[config.mk]
export PLATFORM = sky130hd
export DESIGN_NAME = seq_multiplier
export DESIGN_NICKNAME = d
export VERILOG_FILES = /design/src/rtl/seq_multiplier_pkg.sv /design/src/rtl/seq_multiplier_adder.sv /design/src/rtl/seq_multiplier.sv
export SDC_FILE = /design/constraint.sdc
export NUM_CORES = 1
export LEC_CHECK = 0
export BUFFER_PORTS_ARGS = -buffer_cell sky130_fd_sc_hd__buf_2
export CAP_MARGIN = 20
export CORE_MARGIN = 5
export CORE_UTILIZATION = 54
export CTS_CLUSTER_SIZE = 8
export DETAILED_ROUTE_END_ITERATION = 8
export PLACE_DENSITY = 0.78
export SETUP_SLACK_MARGIN = 0.1
export SYNTH_ARGS = -nofsm -noshare
export SYNTH_HDL_FRONTEND = slang
export SYNTH_HIERARCHICAL = 1
export SYNTH_SLANG_ARGS = --single-unit
[constraint.sdc]
create_clock -name clk -period 13.7 [get_ports clk]
set_input_delay 2.74 -clock clk [delete_from_list [all_inputs] [get_ports clk]]
set_output_delay 2.74 -clock clk [all_outputs]
set_load 0.05 [all_outputs]
[src/rtl/seq_multiplier_pkg.sv]
`default_nettype none
// ============================================================================
//  Module      : seq_multiplier_pkg
//  Description : Opcode and state encodings shared by the shift-add multiplier
//  Revision    : 1.0  initial release
// ============================================================================
package seq_multiplier_pkg;

    localparam logic [1:0] OP_MUL    = 2'b00;
    localparam logic [1:0] OP_MULH   = 2'b01;
    localparam logic [1:0] OP_MULHSU = 2'b10;
    localparam logic [1:0] OP_MULHU  = 2'b11;

    typedef enum logic [1:0] {
        S_IDLE = 2'd0,
        S_BUSY = 2'd1,
        S_DONE = 2'd2
    } state_e;

    function automatic logic rs1_is_signed(input logic [1:0] op);
        return (op == OP_MULH) || (op == OP_MULHSU);
    endfunction

    function automatic logic rs2_is_signed(input logic [1:0] op);
        return (op == OP_MULH);
    endfunction

endpackage
`default_nettype wire

[src/rtl/seq_multiplier_adder.sv]
`default_nettype none
// ============================================================================
//  Module      : full_adder / ripple_adder
//  Description : One-bit full adder and the WIDTH-bit ripple chain built from it
//  Revision    : 1.0  initial release
// ============================================================================
module full_adder (
    input  logic a,
    input  logic b,
    input  logic cin,
    output logic sum,
    output logic cout
);
    assign sum  = a ^ b ^ cin;
    assign cout = (a & b) | (cin & (a ^ b));
endmodule

module ripple_adder #(
    parameter int WIDTH = 32
) (
    input  logic [WIDTH-1:0] a,
    input  logic [WIDTH-1:0] b,
    input  logic             cin,
    output logic [WIDTH-1:0] sum,
    output logic             cout
);
    logic [WIDTH:0] carry;

    assign carry[0] = cin;
    assign cout     = carry[WIDTH];

    for (genvar i = 0; i < WIDTH; i++) begin : g_bit
        full_adder u_fa (
            .a    (a[i]),
            .b    (b[i]),
            .cin  (carry[i]),
            .sum  (sum[i]),
            .cout (carry[i+1])
        );
    end
endmodule
`default_nettype wire

[src/rtl/seq_multiplier.sv]
`default_nettype none
// ============================================================================
//  Module      : seq_multiplier
//  Description : Iterative shift-add RV32M MUL/MULH/MULHSU/MULHU, one add per cycle
//  Revision    : 1.0  initial release
// ============================================================================
module seq_multiplier
    import seq_multiplier_pkg::*;
#(
    parameter int XLEN = 32
) (
    input  logic            clk,
    input  logic            rst,
    input  logic            start,
    input  logic [1:0]      op,
    input  logic [XLEN-1:0] rs1,
    input  logic [XLEN-1:0] rs2,
    input  logic            kill,
    output logic            busy,
    output logic            valid,
    output logic [XLEN-1:0] result
);
    localparam int               CW   = $clog2(XLEN);
    localparam logic [CW-1:0]    LAST = CW'(XLEN - 1);

    state_e            state_q, state_d;
    logic [1:0]        op_q, op_d;
    logic [XLEN-1:0]   mcand_q, mcand_d;
    logic              neg_q, neg_d;
    logic [XLEN-1:0]   acc_hi_q, acc_hi_d;
    logic [XLEN-1:0]   acc_lo_q, acc_lo_d;
    logic [CW-1:0]     count_q, count_d;
    logic [XLEN-1:0]   result_q, result_d;
    logic              valid_q, valid_d;

    logic              s1, s2;
    logic [XLEN-1:0]   rs1_mag, rs2_mag;
    logic [XLEN-1:0]   add_b, add_sum;
    logic              add_cout;
    logic [2*XLEN-1:0] prod_mag, prod;

    // Magnitude of the most negative value wraps to 2^(XLEN-1), which is exact unsigned.
    assign s1      = rs1_is_signed(op) & rs1[XLEN-1];
    assign s2      = rs2_is_signed(op) & rs2[XLEN-1];
    assign rs1_mag = s1 ? (~rs1 + 1'b1) : rs1;
    assign rs2_mag = s2 ? (~rs2 + 1'b1) : rs2;

    assign add_b = acc_lo_q[0] ? mcand_q : '0;

    ripple_adder #(.WIDTH(XLEN)) u_adder (
        .a    (acc_hi_q),
        .b    (add_b),
        .cin  (1'b0),
        .sum  (add_sum),
        .cout (add_cout)
    );

    // Accumulator contents after the final shift, then sign correction.
    assign prod_mag = {add_cout, add_sum, acc_lo_q[XLEN-1:1]};
    assign prod     = neg_q ? (~prod_mag + 1'b1) : prod_mag;

    always_comb begin
        state_d  = state_q;
        op_d     = op_q;
        mcand_d  = mcand_q;
        neg_d    = neg_q;
        acc_hi_d = acc_hi_q;
        acc_lo_d = acc_lo_q;
        count_d  = count_q;
        result_d = result_q;
        valid_d  = 1'b0;
        case (state_q)
            S_IDLE: begin
                if (start) begin
                    state_d  = S_BUSY;
                    op_d     = op;
                    mcand_d  = rs1_mag;
                    neg_d    = s1 ^ s2;
                    acc_hi_d = '0;
                    acc_lo_d = rs2_mag;
                    count_d  = '0;
                end
            end
            S_BUSY: begin
                if (kill) begin
                    state_d = S_IDLE;
                end else begin
                    acc_hi_d = {add_cout, add_sum[XLEN-1:1]};
                    acc_lo_d = {add_sum[0], acc_lo_q[XLEN-1:1]};
                    count_d  = count_q + CW'(1);
                    if (count_q == LAST) begin
                        state_d  = S_DONE;
                        result_d = (op_q == OP_MUL) ? prod[XLEN-1:0] : prod[2*XLEN-1:XLEN];
                        valid_d  = 1'b1;
                    end
                end
            end
            S_DONE:  state_d = S_IDLE;
            default: state_d = S_IDLE;
        endcase
    end

    always_ff @(posedge clk or posedge rst) begin
        if (rst) begin
            state_q  <= S_IDLE;
            op_q     <= OP_MUL;
            mcand_q  <= '0;
            neg_q    <= 1'b0;
            acc_hi_q <= '0;
            acc_lo_q <= '0;
            count_q  <= '0;
            result_q <= '0;
            valid_q  <= 1'b0;
        end else begin
            state_q  <= state_d;
            op_q     <= op_d;
            mcand_q  <= mcand_d;
            neg_q    <= neg_d;
            acc_hi_q <= acc_hi_d;
            acc_lo_q <= acc_lo_d;
            count_q  <= count_d;
            result_q <= result_d;
            valid_q  <= valid_d;
        end
    end

    assign busy   = (state_q != S_IDLE);
    assign valid  = valid_q;
    assign result = result_q;

endmodule
`default_nettype wire

# Yosys cells after proc, flatten, opt, wreduce, memory -nomap -nowiden
# Index checks and enable logic that the tools add are counted.
# W data, S select, Z words.
# classes
n_addsub,4
eq_ne,7
muxes,21
bitwise_logic,164
reduce_logical,9
# ops
operator,count
$mux W32,8
$pmux W32 S2,2
$and A1 B1 Y1,65
$add A32 B1 Y32 const B,2
$add A64 B1 Y64 const B,1
$mux W64,1
$not A32 Y32,2
$not A64 Y64,1
$xor A1 B1 Y1,64
$or A1 B1 Y1,31
$mux W5,2
$pmux W5 S2,1
$mux W2,3
$reduce_and A3 Y1,2
$add A5 B1 Y5 const B,1
$eq A5 B5 Y1 const B,1
$eq A2 B1 Y1 const B,2
$logic_not A2 Y1,2
$ne A2 B2 Y1 const B,2
$pmux W2 S2,1
$reduce_and A2 Y1,2
$reduce_bool A2 Y1,2
$mux W1,3
$ne A3 B3 Y1 const B,1
other kinds (3),3
# totals
regBits,139
output_inout_bits,34

# Longest topological paths before layout
# Gate-level depths: netlist of run 1.
# logic_depth
word_depth,68
ltp_mapped,37

# Hierarchy
# Netlist of run 1, hierarchy kept.
# by_module_without_submodules
mod,n_inst,cells_each,area_per_inst_um2,seq_area_each_um2
seq_multiplier,1,1140,9207.6,3478.3
full_adder,32,1,20.0,0.0

# Worst setup path before layout of run 1
# OpenSTA, ideal clock, no wires.
# synth_path
path_type,flip-flop to flip-flop
start,register acc_lo_q[0]
end,register result_q[30] (netlist: result[30])
setup_time_ns,0.135
arrival_ns,13.811
slack_ns,-0.246
stages_incl_launch_ff,38
path_buffers,1
cell_sequence,dfrtp_1 > clkbuf_1 > and2_1 > fa_1 > fa_1 > fa_1 > fa_1 > fa_1 > fa_1 > fa_1 > fa_1 > fa_1 > fa_1 > fa_1 > fa_1 > fa_1 > fa_1 > fa_1 > [2 not listed] > fa_1 > fa_1 > fa_1 > fa_1 > fa_1 > fa_1 > fa_1 > fa_1 > fa_1 > fa_1 > fa_1 > fa_1 > fa_1 > fa_1 > or4_1 > o41a_1 > a2111oi_2 > a211oi_1
# synth_lines
item,line_no,text
"start, declared",seq_multiplier.sv:31,"logic [XLEN-1:0] acc_lo_q, acc_lo_d;"
"start signal, assigned",seq_multiplier.sv:120,acc_lo_q <= acc_lo_d;
$mux W32,seq_multiplier.sv:48,assign add_b = acc_lo_q[0] ? mcand_q : '0;
via add_b[0],seq_multiplier.sv:38,"logic [XLEN-1:0] add_b, add_sum;"
$and A1 B1 Y1,seq_multiplier_adder.sv:15,assign cout = (a & b) | (cin & (a ^ b));
via u_adder.carry[1],seq_multiplier_adder.sv:27,logic [WIDTH:0] carry;
$and A1 B1 Y1,seq_multiplier_adder.sv:15,
$or A1 B1 Y1,seq_multiplier_adder.sv:15,
via u_adder.carry[2],seq_multiplier_adder.sv:27,
$and A1 B1 Y1,seq_multiplier_adder.sv:15,
[1 not listed],-,
via u_adder.carry[3],seq_multiplier_adder.sv:27,
[2 not listed],-,
via u_adder.carry[4],seq_multiplier_adder.sv:27,
[2 not listed],-,
via u_adder.carry[5],seq_multiplier_adder.sv:27,
[2 not listed],-,
via u_adder.carry[6],seq_multiplier_adder.sv:27,
[2 not listed],-,
via u_adder.carry[7],seq_multiplier_adder.sv:27,
[2 not listed],-,
via u_adder.carry[8],seq_multiplier_adder.sv:27,
[2 not listed],-,
via u_adder.carry[9],seq_multiplier_adder.sv:27,
[2 not listed],-,
via u_adder.carry[10],seq_multiplier_adder.sv:27,
[2 not listed],-,
via u_adder.carry[11],seq_multiplier_adder.sv:27,
[2 not listed],-,
via u_adder.carry[12],seq_multiplier_adder.sv:27,
[2 not listed],-,
via u_adder.carry[13],seq_multiplier_adder.sv:27,
[2 not listed],-,
via u_adder.carry[14],seq_multiplier_adder.sv:27,
[2 not listed],-,
via u_adder.carry[15],seq_multiplier_adder.sv:27,
[2 not listed],-,
via u_adder.carry[16],seq_multiplier_adder.sv:27,
[2 not listed],-,
via u_adder.carry[17],seq_multiplier_adder.sv:27,
[2 not listed],-,
via u_adder.carry[18],seq_multiplier_adder.sv:27,
[2 not listed],-,
via u_adder.carry[19],seq_multiplier_adder.sv:27,
[2 not listed],-,
via u_adder.carry[20],seq_multiplier_adder.sv:27,
[2 not listed],-,
via u_adder.carry[21],seq_multiplier_adder.sv:27,
[2 not listed],-,
via u_adder.carry[22],seq_multiplier_adder.sv:27,
[2 not listed],-,
via u_adder.carry[23],seq_multiplier_adder.sv:27,
[2 not listed],-,
via u_adder.carry[24],seq_multiplier_adder.sv:27,
[2 not listed],-,
via u_adder.carry[25],seq_multiplier_adder.sv:27,
[2 not listed],-,
via u_adder.carry[26],seq_multiplier_adder.sv:27,
[2 not listed],-,
via u_adder.carry[27],seq_multiplier_adder.sv:27,
[2 not listed],-,
via u_adder.carry[28],seq_multiplier_adder.sv:27,
[2 not listed],-,
via u_adder.carry[29],seq_multiplier_adder.sv:27,
[1 not listed],-,
$or A1 B1 Y1,seq_multiplier_adder.sv:15,
via u_adder.carry[30],seq_multiplier_adder.sv:27,
$xor A1 B1 Y1,seq_multiplier_adder.sv:14,assign sum = a ^ b ^ cin;
via add_sum[30],seq_multiplier.sv:38,
$not A64 Y64,seq_multiplier.sv:60,assign prod = neg_q ? (~prod_mag + 1'b1) : prod_mag;
$add A64 B1 Y64,seq_multiplier.sv:60,
$mux W64,seq_multiplier.sv:60,
$mux W32,seq_multiplier.sv:93,result_d = (op_q == OP_MUL) ? prod[XLEN-1:0] : prod[2*XLEN-1:XLEN];
"end signal, assigned",seq_multiplier.sv:122,result_q <= result_d;
"end, declared",seq_multiplier.sv:33,"logic [XLEN-1:0] result_q, result_d;"
# The timed path passes the listed nets, and every way through them passes these cells.
# A chain may end at the register's enable or synchronous reset.

# Worst setup path after layout of run 1
# layout_path
start,register mcand_q[0]
end,register result_q[30] (netlist: result[30])
# layout_lines
item,line_no,text
"start, declared",seq_multiplier.sv:28,"logic [XLEN-1:0] mcand_q, mcand_d;"
"start signal, assigned",seq_multiplier.sv:117,mcand_q <= mcand_d;
$mux W32,seq_multiplier.sv:48,
via add_b[0],seq_multiplier.sv:38,
$and A1 B1 Y1,seq_multiplier_adder.sv:15,
via u_adder.carry[1],seq_multiplier_adder.sv:27,
$and A1 B1 Y1,seq_multiplier_adder.sv:15,
$or A1 B1 Y1,seq_multiplier_adder.sv:15,
via u_adder.carry[2],seq_multiplier_adder.sv:27,
$and A1 B1 Y1,seq_multiplier_adder.sv:15,
[1 not listed],-,
via u_adder.carry[3],seq_multiplier_adder.sv:27,
[2 not listed],-,
via u_adder.carry[4],seq_multiplier_adder.sv:27,
[2 not listed],-,
via u_adder.carry[5],seq_multiplier_adder.sv:27,
[2 not listed],-,
via u_adder.carry[6],seq_multiplier_adder.sv:27,
[2 not listed],-,
via u_adder.carry[7],seq_multiplier_adder.sv:27,
[2 not listed],-,
via u_adder.carry[8],seq_multiplier_adder.sv:27,
[2 not listed],-,
via u_adder.carry[9],seq_multiplier_adder.sv:27,
[2 not listed],-,
via u_adder.carry[10],seq_multiplier_adder.sv:27,
[2 not listed],-,
via u_adder.carry[11],seq_multiplier_adder.sv:27,
[2 not listed],-,
via u_adder.carry[12],seq_multiplier_adder.sv:27,
[2 not listed],-,
via u_adder.carry[13],seq_multiplier_adder.sv:27,
[2 not listed],-,
via u_adder.carry[14],seq_multiplier_adder.sv:27,
[2 not listed],-,
via u_adder.carry[15],seq_multiplier_adder.sv:27,
[2 not listed],-,
via u_adder.carry[16],seq_multiplier_adder.sv:27,
[2 not listed],-,
via u_adder.carry[17],seq_multiplier_adder.sv:27,
[2 not listed],-,
via u_adder.carry[18],seq_multiplier_adder.sv:27,
[2 not listed],-,
via u_adder.carry[19],seq_multiplier_adder.sv:27,
[2 not listed],-,
via u_adder.carry[20],seq_multiplier_adder.sv:27,
[2 not listed],-,
via u_adder.carry[21],seq_multiplier_adder.sv:27,
[2 not listed],-,
via u_adder.carry[22],seq_multiplier_adder.sv:27,
[2 not listed],-,
via u_adder.carry[23],seq_multiplier_adder.sv:27,
[2 not listed],-,
via u_adder.carry[24],seq_multiplier_adder.sv:27,
[2 not listed],-,
via u_adder.carry[25],seq_multiplier_adder.sv:27,
[2 not listed],-,
via u_adder.carry[26],seq_multiplier_adder.sv:27,
[2 not listed],-,
via u_adder.carry[27],seq_multiplier_adder.sv:27,
[2 not listed],-,
via u_adder.carry[28],seq_multiplier_adder.sv:27,
[2 not listed],-,
via u_adder.carry[29],seq_multiplier_adder.sv:27,
[1 not listed],-,
$or A1 B1 Y1,seq_multiplier_adder.sv:15,
via u_adder.carry[30],seq_multiplier_adder.sv:27,
$xor A1 B1 Y1,seq_multiplier_adder.sv:14,
via add_sum[30],seq_multiplier.sv:38,
$not A64 Y64,seq_multiplier.sv:60,
$add A64 B1 Y64,seq_multiplier.sv:60,
$mux W64,seq_multiplier.sv:60,
$mux W32,seq_multiplier.sv:93,
# The timed path passes the listed nets, and every way through them passes these cells.

==> results of run 1 <==
layout by cell type (no fill, tap or decap), types with 18 or more instances in the layout:
cell type and n:
a21oi_1 49, a31oi_1 20, and2_1 36, buf_2 103
dfrtp_1 139, fa_2 22, inv_1 20, nand2_1 196
nand3_1 23, nor2_1 80, nor3_1 33, o21ai_0 121
o31ai_1 22, or3_1 18, xnor2_1 59, xor2_1 37
Yosys cell counts (5+ instances only):
cell,number
and3_1,10
clkbuf_1,74
buf_2,5
mux2i_1,14
nor2_1,80
or3_1,18
nor4_1,17
o211ai_1,6
a22oi_1,5
o22ai_1,13
nand4_1,10
a211oi_1,6
nand3_1,23
o21ai_0,121
a21oi_1,49
ha_1,6
nor3_1,33
nand2b_1,5
and2_1,36
or4_1,18
a221oi_1,5
fa_1,32
a41oi_1,5
o31ai_1,22
dfrtp_1,139
a31oi_1,20
or2_2,8
xor2_1,37
inv_1,21
o221ai_1,10
o41ai_1,15
nand2_1,197
xnor2_1,59
where the power goes:
group / leakage (nW) / internal (mW) / switching [mW]
Clock: 0.266 / 0.269 / 0.193
Sequential: 1.82 / 0.553 / 0.179
Combinational: 2.63 / 0.477 / 0.862
logic make-up (layout without fill, tap and decap cells):
kind of cell / Yosys count / after routing
flops: 139 / 139
compound gates: 299 / 299
mux: 15 / 15
xor+xnor: 96 / 96
other cells: 1 / 1
simple gates: 480 / 480
buf+inv: 104 / 170
fa+ha+maj: 38 / 38
registers in the layout, summed over array words and instances, names as in the netlist:
| signal | cells |
|---|---|
| neg_q | 1 |
| count_q | 5 |
| mcand_q | 32 |
| result | 32 |
| state_q | 2 |
| acc_lo_q | 32 |
| op_q | 2 |
| acc_hi_q | 32 |
| valid | 1 |
repair_timing:
action                     4_1_cts  5_1_grt
setup endpoints to repair        2        2
resized for setup                7        6
pin swaps                        0        3
setup buffers                    0        0
hold buffers                     0        0
metrics by stage:
step / hold WS [ps] / utilization (%) / power (mW)
after floorplan: 442 / - / 1.63
after global placement: 451 / 58.3 / 1.99
after detailed placement: 450 / 58.3 / 2.02
after CTS: 464 / 61.6 / 2.49
after global routing: 504 / 61.6 / 2.69
final: 463 / 61.6 / 2.53
worst max-delay path: cells and delay by family, from the launching register on:
family	cells	cell delay (ps)
adders and majority gates	31	11440
and+or+nand+nor	2	670
AOI/OAI and AO/OA	3	650
DFF	1	390
worst paths after layout:
check / start / end / slack (ps) / cells after the start
worst max-delay path: mcand_q[0] / result[30] / 420 / 36
worst min-delay path: result[3] / result[3] / 460 / 2
worst max register to register: mcand_q[0] / result[30] / 420 / 36
worst min register to register: result[3] / result[3] / 460 / 2
max in group asynchronous: rst / result[14] / 10060 / 3
min in group asynchronous: rst / state_q[0] / 2440 / 2
layer usage:
layer  track usage [%]  wire length (um)
met3              5.33              2260
met5                 0                 0
met4              9.60               810
met1              40.0             13100
met2              40.4             12900
final cells by class:
class / instances / area share (%)
clock inverter: 13 / 1.29
tap: 229 / 2.59
multi-input combinational: 929 / 54.4
inverter: 21 / 0.757
clock buffer: 19 / 3.91
sequential: 139 / 31.4
timing repair buffer: 117 / 5.60
==> reports/qor.csv, run 1 <==
stage,metric,value,unit
status,status,"finished, final reports clean",
placement,Cells after DPL,1435,
clock_tree,clock buffer depth,2,
placement,dpl cell area,10500,sq um
logic_synthesis,Yosys reg bits,139,
drt,Routed Antenna Nets,0,
floorplanning,chip height,145,um
logic_synthesis,yosys warns,6,
logic_synthesis,largest family of logic cells by synthesized area,simple AND/OR/NAND/NOR gates,
sta,Setup Skew,11.7,ps
sta,shortest period the worst path allows,13280,ps
setup_path,Critical Path End Type,flip-flop,
floorplanning,num rows,49,
grt,largest net degree at the start of global routing,125,
finish,post-layout instance area,11100,sq um
logic_synthesis,Post-Synth XOR/XNOR Area,8.54,%
logic_synthesis,cell taking the most area after synthesis,dfrtp_1,
logic_synthesis,Main synth FF type,dfrtp_1,
setup_path,CP peak stage delay,490,ps
sta,max_slew headroom,30.2,%
setup_path,CP most frequent cell,fa_2,
pwr,Lkg Pwr,4.71,nW
floorplanning,Initial Utilization,54.8,%
grt,first-pass GRT wire length,46.9,mm
setup_path,critical path class,flip-flop to flip-flop,
clock_tree,CTS tree,yes,
clock_tree,H-tree depth,4,
clock_tree,root buffer cell,clkbuf_16,
logic_synthesis,Post-Syn Nets,1280,
finish,fin cells,1467,
drt,wire per inst,19.8,um
sta,# setup viols final,0,
sta,final slew viol count,0,
placement,GPL Wtd Cong,0.958,
drt,starting DRC count in detailed routing,1187,
setup_path,Crit path required time,14000,ps
logic_synthesis,post-synth top area share,35.3,%
logic_synthesis,Cells after Synth,1172,
sta,final hold viol count,0,
placement,hpwl dp,21.1,mm
drt,via count,9212,
logic_synthesis,Synth cell types,68,
drt,final wirelength,29.1,mm
clock_tree,CTS sink count,139,
setup_path,Startpoint Class,flip-flop,
logic_synthesis,Mapped Area,9850,sq um
pwr,power per standard cell area,229,nW/um^2
logic_synthesis,mux share of post-synthesis cell area,1.54,%
sta,Peak Freq,75.3,MHz
finish,n_diodes,0,
grt,vias in the first global route,8610,
clock_tree,TritonCTS Buffers,17,
worst_hold_path,Min-Delay Path Class,flip-flop to flip-flop,
drt,routed vias/inst,6.28,
sta,Setup TNS Final,0,ps
logic_synthesis,number of synthesized flops with an enable pin,0,
sta,RSZ-0062 raised after global routing,no,
drt,Residual DRC,0,
grt,initial antenna violation count,0,
pwr,worst vdd ir,0.104,mV
clock_tree,"Clk Latency, worst-skew pair",430,ps
logic_synthesis,Synth Area in Adders,7.27,%
flow_run,max_cap viols,0,
drt,Pre-antenna DRT Iters,5,
setup_path,"slowest stage cell, crit path",or4_4,
sta,final worst-path cycle share,97.0,%
floorplanning,I/O Pins,104,
finish,Fill cells,1578,
setup_path,Crit path arrival time,13590,ps
finish,layout cells sized above 1,16.3,%
logic_synthesis,Synth Area in Compound Gates,19.1,%
grt,Total GRT Usage,27.3,%
floorplanning,die width,145,um
floorplanning,core area,18000,sq um
logic_synthesis,Synth Area in Simple Gates,23.9,%
logic_synthesis,syn avg cell area,8.40,sq um
setup_path,"critical path fanouts, max",2,
placement,port buffer count,103,
finish,FF/Latch Area,3480,sq um
clock_tree,clock-pin slew of the registers on the worst-case setup and hold paths,60,ps
logic_synthesis,synth top area cells,"dfrtp_1, nand2_1, fa_1",
logic_synthesis,sequential cell area fraction in the yosys report,35.3,%
placement,"worst slack, placed",-166,ps
grt,total gr overflow,0,
sta,Worst Slack Setup Final,418,ps
finish,P&R area growth vs syn,12.5,%
sta,Tightest Pin Transition,1050,ps
logic_synthesis,ys async rst share,100,%
finish,Nets,1333,
finish,Multi-input gate area,6030,sq um
floorplanning,die area,21000,sq um
Power figures use the tool's default switching activity.
==> run 2: changes to the inputs <==
--- a/config.mk
+++ b/config.mk
@@ -12,8 +12,8 @@
 export CTS_CLUSTER_SIZE = 8
 export DETAILED_ROUTE_END_ITERATION = 8
 export PLACE_DENSITY = 0.78
+export RECOVER_POWER = 100
 export SETUP_SLACK_MARGIN = 0.1
 export SYNTH_ARGS = -nofsm -noshare
 export SYNTH_HDL_FRONTEND = slang
-export SYNTH_HIERARCHICAL = 1
 export SYNTH_SLANG_ARGS = --single-unit
==> reports/qor.csv, run 2 <==
stage,metric,value,unit
floorplanning,die width,144,um
clock_tree,root buffer cell,clkbuf_16,
logic_synthesis,Mapped Area,9760,sq um
sta,Tightest Pin Transition,4020,ps
sta,Worst Slack Setup Final,323,ps
sta,Setup Skew,14.6,ps
sta,final worst-path cycle share,97.6,%
logic_synthesis,Main synth FF type,dfrtp_1,
sta,shortest period the worst path allows,13380,ps
drt,Pre-antenna DRT Iters,6,
pwr,Lkg Pwr,4.30,nW
clock_tree,"Clk Latency, worst-skew pair",430,ps
grt,vias in the first global route,8517,
drt,Residual DRC,0,
setup_path,Crit path arrival time,13700,ps
logic_synthesis,number of synthesized flops with an enable pin,0,
sta,max_slew headroom,-168,%
logic_synthesis,Yosys reg bits,139,
drt,starting DRC count in detailed routing,1100,
finish,Nets,1333,
logic_synthesis,sequential cell area fraction in the yosys report,35.6,%
grt,first-pass GRT wire length,45.9,mm
logic_synthesis,Synth cell types,73,
drt,final wirelength,29.3,mm
worst_hold_path,worst min-delay path startpoint,result[8],
setup_path,CP most frequent cell,fa_1,
drt,Routed Antenna Nets,0,
logic_synthesis,synth top area cells,"dfrtp_1, nand2_1, fa_1",
setup_path,Crit path required time,14020,ps
drt,wire per inst,20.0,um
setup_path,CP peak stage delay,470,ps
drt,routed vias/inst,6.33,
placement,hpwl dp,21.0,mm
finish,"leading cell type in the layout, fill and taps excluded",nand2_1,
floorplanning,Initial Utilization,54.5,%
status,status,"finished, violations left",
floorplanning,core area,17900,sq um
pwr,worst vdd ir,0.110,mV
placement,port buffer count,103,
clock_tree,clock buffer depth,2,
finish,"commonest non-fill, non-tap cells in the layout","nand2_1, dfrtp_1, o21ai_0",
logic_synthesis,top-count cell post-synth,nand2_1,
logic_synthesis,yosys warns,0,
logic_synthesis,syn avg cell area,8.32,sq um
grt,Total GRT Usage,28.0,%
drt,via count,9280,
floorplanning,die area,20900,sq um
flow_run,max_cap viols,5,
logic_synthesis,Post-Syn Nets,1281,
finish,layout cells sized above 1,11.3,%
logic_synthesis,ys async rst share,100,%
sta,final hold viol count,0,
placement,GPL Wtd Cong,0.961,
grt,largest net degree at the start of global routing,99,
floorplanning,I/O Pins,104,
setup_path,crit path from,acc_lo_q[0],
clock_tree,clock-pin slew of the registers on the worst-case setup and hold paths,70,ps
sta,final slew viol count,358,
finish,n_diodes,0,
setup_path,"critical path fanouts, max",5,
pwr,power per standard cell area,182,nW/um^2
setup_path,"delay-heaviest family, CP",adder cells,
logic_synthesis,most frequent cells after synthesis,"nand2_1, dfrtp_1, o21ai_0",
sta,# setup viols final,0,
pwr,Tot Pwr,1.98,mW
setup_path,Critical Path End Type,flip-flop,
floorplanning,chip height,144,um
logic_synthesis,Cells after Synth,1173,
clock_tree,TritonCTS Buffers,17,
floorplanning,num rows,49,
grt,total gr overflow,0,
logic_synthesis,cell taking the most area after synthesis,dfrtp_1,
setup_path,critical path class,flip-flop to flip-flop,
setup_path,Startpoint Class,flip-flop,
finish,post-layout instance area,10900,sq um
placement,"worst slack, placed",181,ps
setup_path,"slowest stage cell, crit path",fa_2,
clock_tree,H-tree depth,4,
clock_tree,CTS sink count,139,
logic_synthesis,post-synth top area share,35.6,%
finish,P&R area growth vs syn,11.7,%
clock_tree,Post-CTS Setup Inserts,0,
clock_tree,CTS tree,yes,
status,failing checks,"capacitance limit, slew limit",
sta,Peak Freq,74.8,MHz
placement,dpl cell area,10300,sq um
grt,initial antenna violation count,0,
setup_path,Reg-to-Reg Start,acc_lo_q[0],
worst_hold_path,Min-Delay Path Class,flip-flop to flip-flop,
setup_path,Critical path buffers and inverters,4,
-- run 2: cell count changes after synthesis, moves of 7 or more --
cell	before	now
a21oi_1	49	41
a22oi_1	5	13
and2_1	36	7
inv_1	21	51
nand2_1	197	187
nand3_1	23	35
nor3_1	33	25
o221ai_1	10	3
o31ai_1	22	56
xnor2_1	59	51
xor2_1	37	45
-- run 2: area by class of cell --
| cell class | instances | area [sq um] |
|---|---|---|
| Fill cell | 1607 | 7000 |
| Multi-Input combinational cell | 900 | 5810 |
| Sequential cell | 139 | 3480 |
| Timing Repair Buffer | 115 | 543 |
| Clock buffer | 17 | 425 |
| Tap cell | 229 | 287 |
| Inverter | 52 | 196 |
| Clock inverter | 15 | 165 |
-- run 2: where the power goes --
group	switching, mW	total (mW)	leakage [nW]	internal, mW
logic	0.569	0.886	2.22	0.317
clock network	0.199	0.470	0.277	0.271
registers	0.118	0.626	1.80	0.508
total	0.886	1.98	4.30	1.10
-- run 2: cell families after synthesis --
kind of cell               after synthesis  share of synthesized area [%]
buffers and inverters                  134                           5.30
xor gates and xnor gates                96                           8.62
AOI/OAI and AO/OA                      310                           20.4
adders and majority gates               38                           7.26
and+or+nand+nor                        444                           21.5
DFF                                    139                           35.6
muxes                                   12                           1.24
-- run 2: per-stage QoR --
step / std cells / TNS, ps / hold WS, ps / util [%]
global placement: 1434 / 0 / 451 / 57.8
floorplan: 1173 / 0 / 442 / -
detailed placement: 1434 / 0 / 462 / 57.8
global route: 1467 / -2.59 / 500 / 60.9
finish: 1467 / 0 / 477 / 60.9
CTS: 1466 / 0 / 476 / 61.1
-- run 2: what timing repair did --
action,CTS,global route
hold buffers,0,0
endpoints found under the hold margin,0,0
endpoints found under the setup margin,1,3
pin swaps,0,0
gates resized for setup,2,9
-- run 2: worst min-delay path: stages (launching register included) --
cell	delay, ps
dfrtp_1	340
nand2_1	50
nand2_1	50
-- run 2: final timing paths --
check | endpoint | slack, ps | depth (start not counted)
setup / recovery | result[30] | 320 | 40
hold / removal | result[8] | 480 | 2
setup reg to reg | result[30] | 320 | 40
hold reg to reg | result[8] | 480 | 2
max in group asynchronous | neg_q | 5620 | 3
min in group asynchronous | acc_hi_q[24] | 3170 | 2
-- run 2: layer usage --
layer / vias to the layer above / share of wire, % / global-route usage, %
met1: 4457 / 43 / 41.2
met5: - / 0 / 0
met4: 0 / 1.9 / 6.82
met2: 472 / 45 / 42.3
met3: 54 / 10 / 6.42
li1: 4297 / - / -
==> run 3: changes to the inputs <==
--- a/config.mk
+++ b/config.mk
@@ -8,10 +8,10 @@
 export BUFFER_PORTS_ARGS = -buffer_cell sky130_fd_sc_hd__buf_2
 export CAP_MARGIN = 20
 export CORE_MARGIN = 5
-export CORE_UTILIZATION = 54
+export CORE_UTILIZATION = 50
 export CTS_CLUSTER_SIZE = 8
 export DETAILED_ROUTE_END_ITERATION = 8
-export PLACE_DENSITY = 0.78
+export PLACE_DENSITY = 0.73
 export RECOVER_POWER = 100
 export SETUP_SLACK_MARGIN = 0.1
 export SYNTH_ARGS = -nofsm -noshare
==> reports/qor.csv, run 3 (synthesized netlist as in run 2, its figures left out) <==
stage,metric,value,unit
status,status,"finished, violations left",
status,failing checks,"capacitance limit, slew limit",
setup_path,Setup crit end,result[30],
clock_tree,CTS tree,yes,
setup_path,Crit path required time,14010,ps
pwr,worst vdd ir,0.0947,mV
clock_tree,TritonCTS Buffers,17,
pwr,Combinational Power Share,44.0,%
pwr,switch share,43.6,%
setup_path,Critical Path End Type,flip-flop,
grt,largest net degree at the start of global routing,99,
worst_hold_path,Min-Delay Path Class,flip-flop to flip-flop,
finish,layout cells sized above 1,11.2,%
finish,"commonest non-fill, non-tap cells in the layout","nand2_1, dfrtp_1, o21ai_0",
clock_tree,"Clk Latency, worst-skew pair",440,ps
setup_path,Worst R2R Path Depth,40,
clock_tree,clock-pin slew of the registers on the worst-case setup and hold paths,60,ps
sta,# setup viols final,0,
setup_path,Reg-to-Reg Start,acc_lo_q[0],
clock_tree,clock buffer depth,2,
worst_hold_path,worst min-delay path startpoint,result[3],
finish,P&R area growth vs syn,12.6,%
floorplanning,die width,150,um
flow_run,max_cap viols,5,
sta,Peak Freq,75.3,MHz
setup_path,Crit path arrival time,13590,ps
setup_path,RR Endpoint,result[30],
grt,vias in the first global route,8630,
drt,Routed Antenna Nets,0,
drt,wire per inst,19.8,um
floorplanning,die area,22400,sq um
finish,Fill cells,1782,
drt,Residual DRC,0,
placement,hpwl dp,21.4,mm
placement,port buffer count,103,
pwr,Int Pwr,1.13,mW
sta,final slew viol count,358,
pwr,Clk pwr share,25.0,%
floorplanning,num rows,51,
drt,routed vias/inst,6.11,
placement,GPL Wtd Cong,1.03,
drt,Pre-antenna DRT Iters,6,
pwr,power per standard cell area,183,nW/um^2
sta,final hold viol count,0,
setup_path,"critical path fanouts, max",5,
finish,FF/Latch Area,3480,sq um
sta,Setup Skew,11.7,ps
clock_tree,hold_buf cts,0,
grt,Total GRT Usage,27.0,%
floorplanning,chip height,150,um
sta,worst hold margin,469,ps
setup_path,crit path from,acc_lo_q[0],
pwr,Net Switching,0.876,mW
setup_path,flop-to-flop setup slack,420,ps
finish,fin cells,1504,
floorplanning,Initial Utilization,50.5,%
finish,Nets,1334,
sta,Setup TNS Final,0,ps
sta,max_slew headroom,-179,%
pwr,Lkg Pwr,4.33,nW
drt,via count,9189,
drt,final wirelength,29.7,mm
pwr,sequential power share,31.0,%
floorplanning,core area,19300,sq um
setup_path,CP most frequent cell,fa_1,
setup_path,Startpoint Class,flip-flop,
sta,RSZ-0062 raised after global routing,no,
grt,first-pass GRT wire length,47.5,mm
finish,Multi-input gate area,5780,sq um
sta,final worst-path cycle share,96.9,%
sta,shortest period the worst path allows,13280,ps
sta,Tightest Pin Transition,4180,ps
drt,starting DRC count in detailed routing,1057,
clock_tree,root buffer cell,clkbuf_16,
floorplanning,I/O Pins,104,
clock_tree,CTS sink count,139,
clock_tree,H-tree depth,4,
setup_path,CP peak stage delay,470,ps
finish,"leading cell type in the layout, fill and taps excluded",nand2_1,
setup_path,"slowest stage cell, crit path",fa_2,
finish,n_diodes,0,
setup_path,critical path class,flip-flop to flip-flop,
placement,Cells after DPL,1470,
grt,initial antenna violation count,0,
grt,total gr overflow,0,
[run 3: changes by cell type in the layout (fill, tap and decap cells not counted), moves of 2 or more]
cell,previous run,this run
clkinv_2,1,3
bufinv_16,2,4
inv_6,5,2
clkinvlp_4,4,2
[run 3: layout make-up]
cell class / instances / area share [%]
repair buffers: 116 / 5.09
multi-input cells: 900 / 52.7
well taps: 265 / 3.02
inverters: 52 / 1.79
flip-flops and latches: 139 / 31.7
clock buffers: 18 / 4.00
clock inverters: 14 / 1.77
[run 3: worst min path at each step]
stage | to | slack [ps] | cells after the start
after global routing | result[3] | 490 | 2
after CTS | result[3] | 470 | 2
final | result[3] | 470 | 2
after floorplan | mcand_q[29] | 440 | 2
after global placement | result[3] | 450 | 2
after detailed placement | result[3] | 460 | 2
[run 3: layer usage]
metal | global-route usage (%) | wire, um | up-vias
met5 | 0 | 0 | -
met4 | 8.74 | 837 | 0
met3 | 4.82 | 2440 | 76
met2 | 38.8 | 12600 | 446
met1 | 41.3 | 13800 | 4388
li1 | - | - | 4279
[run 3: critical path, delay by kind of cell, from the launching register on]
family          cells  cell delay, ps
fa+ha+maj          32           11700
flops               1             350
buf+inv             4             280
compound gates      2             530
simple gates        2             280
[run 3: what timing repair did]
action / in CTS / in global routing
setup endpoints to repair: 1 / 4
buffers inserted: 0 / 0
resized for setup: 3 / 10
[run 3: metrics by stage]
stage               setup slack, ps  utilization, %  total power [mW]  cell area [sq um]
finish                          422            56.8              2.01              11000
floorplan                       277               -              1.20               9760
CTS                             101            57.1              1.98              11000
global placement                179            53.7              1.46              10400
global route                   39.5            56.8              2.13              11000
detailed placement              106            53.7              1.48              10400
[run 3: power groups by stage]
stage | combinational [mW] | clock (mW) | sequential (mW)
2_1_floorplan | 0.628 | 0 | 0.572
6_report | 0.884 | 0.503 | 0.623
5_1_grt | 0.970 | 0.524 | 0.635
4_1_cts | 0.858 | 0.505 | 0.617
3_5_place_dp | 0.853 | 0 | 0.622
3_3_place_gp | 0.844 | 0 | 0.618
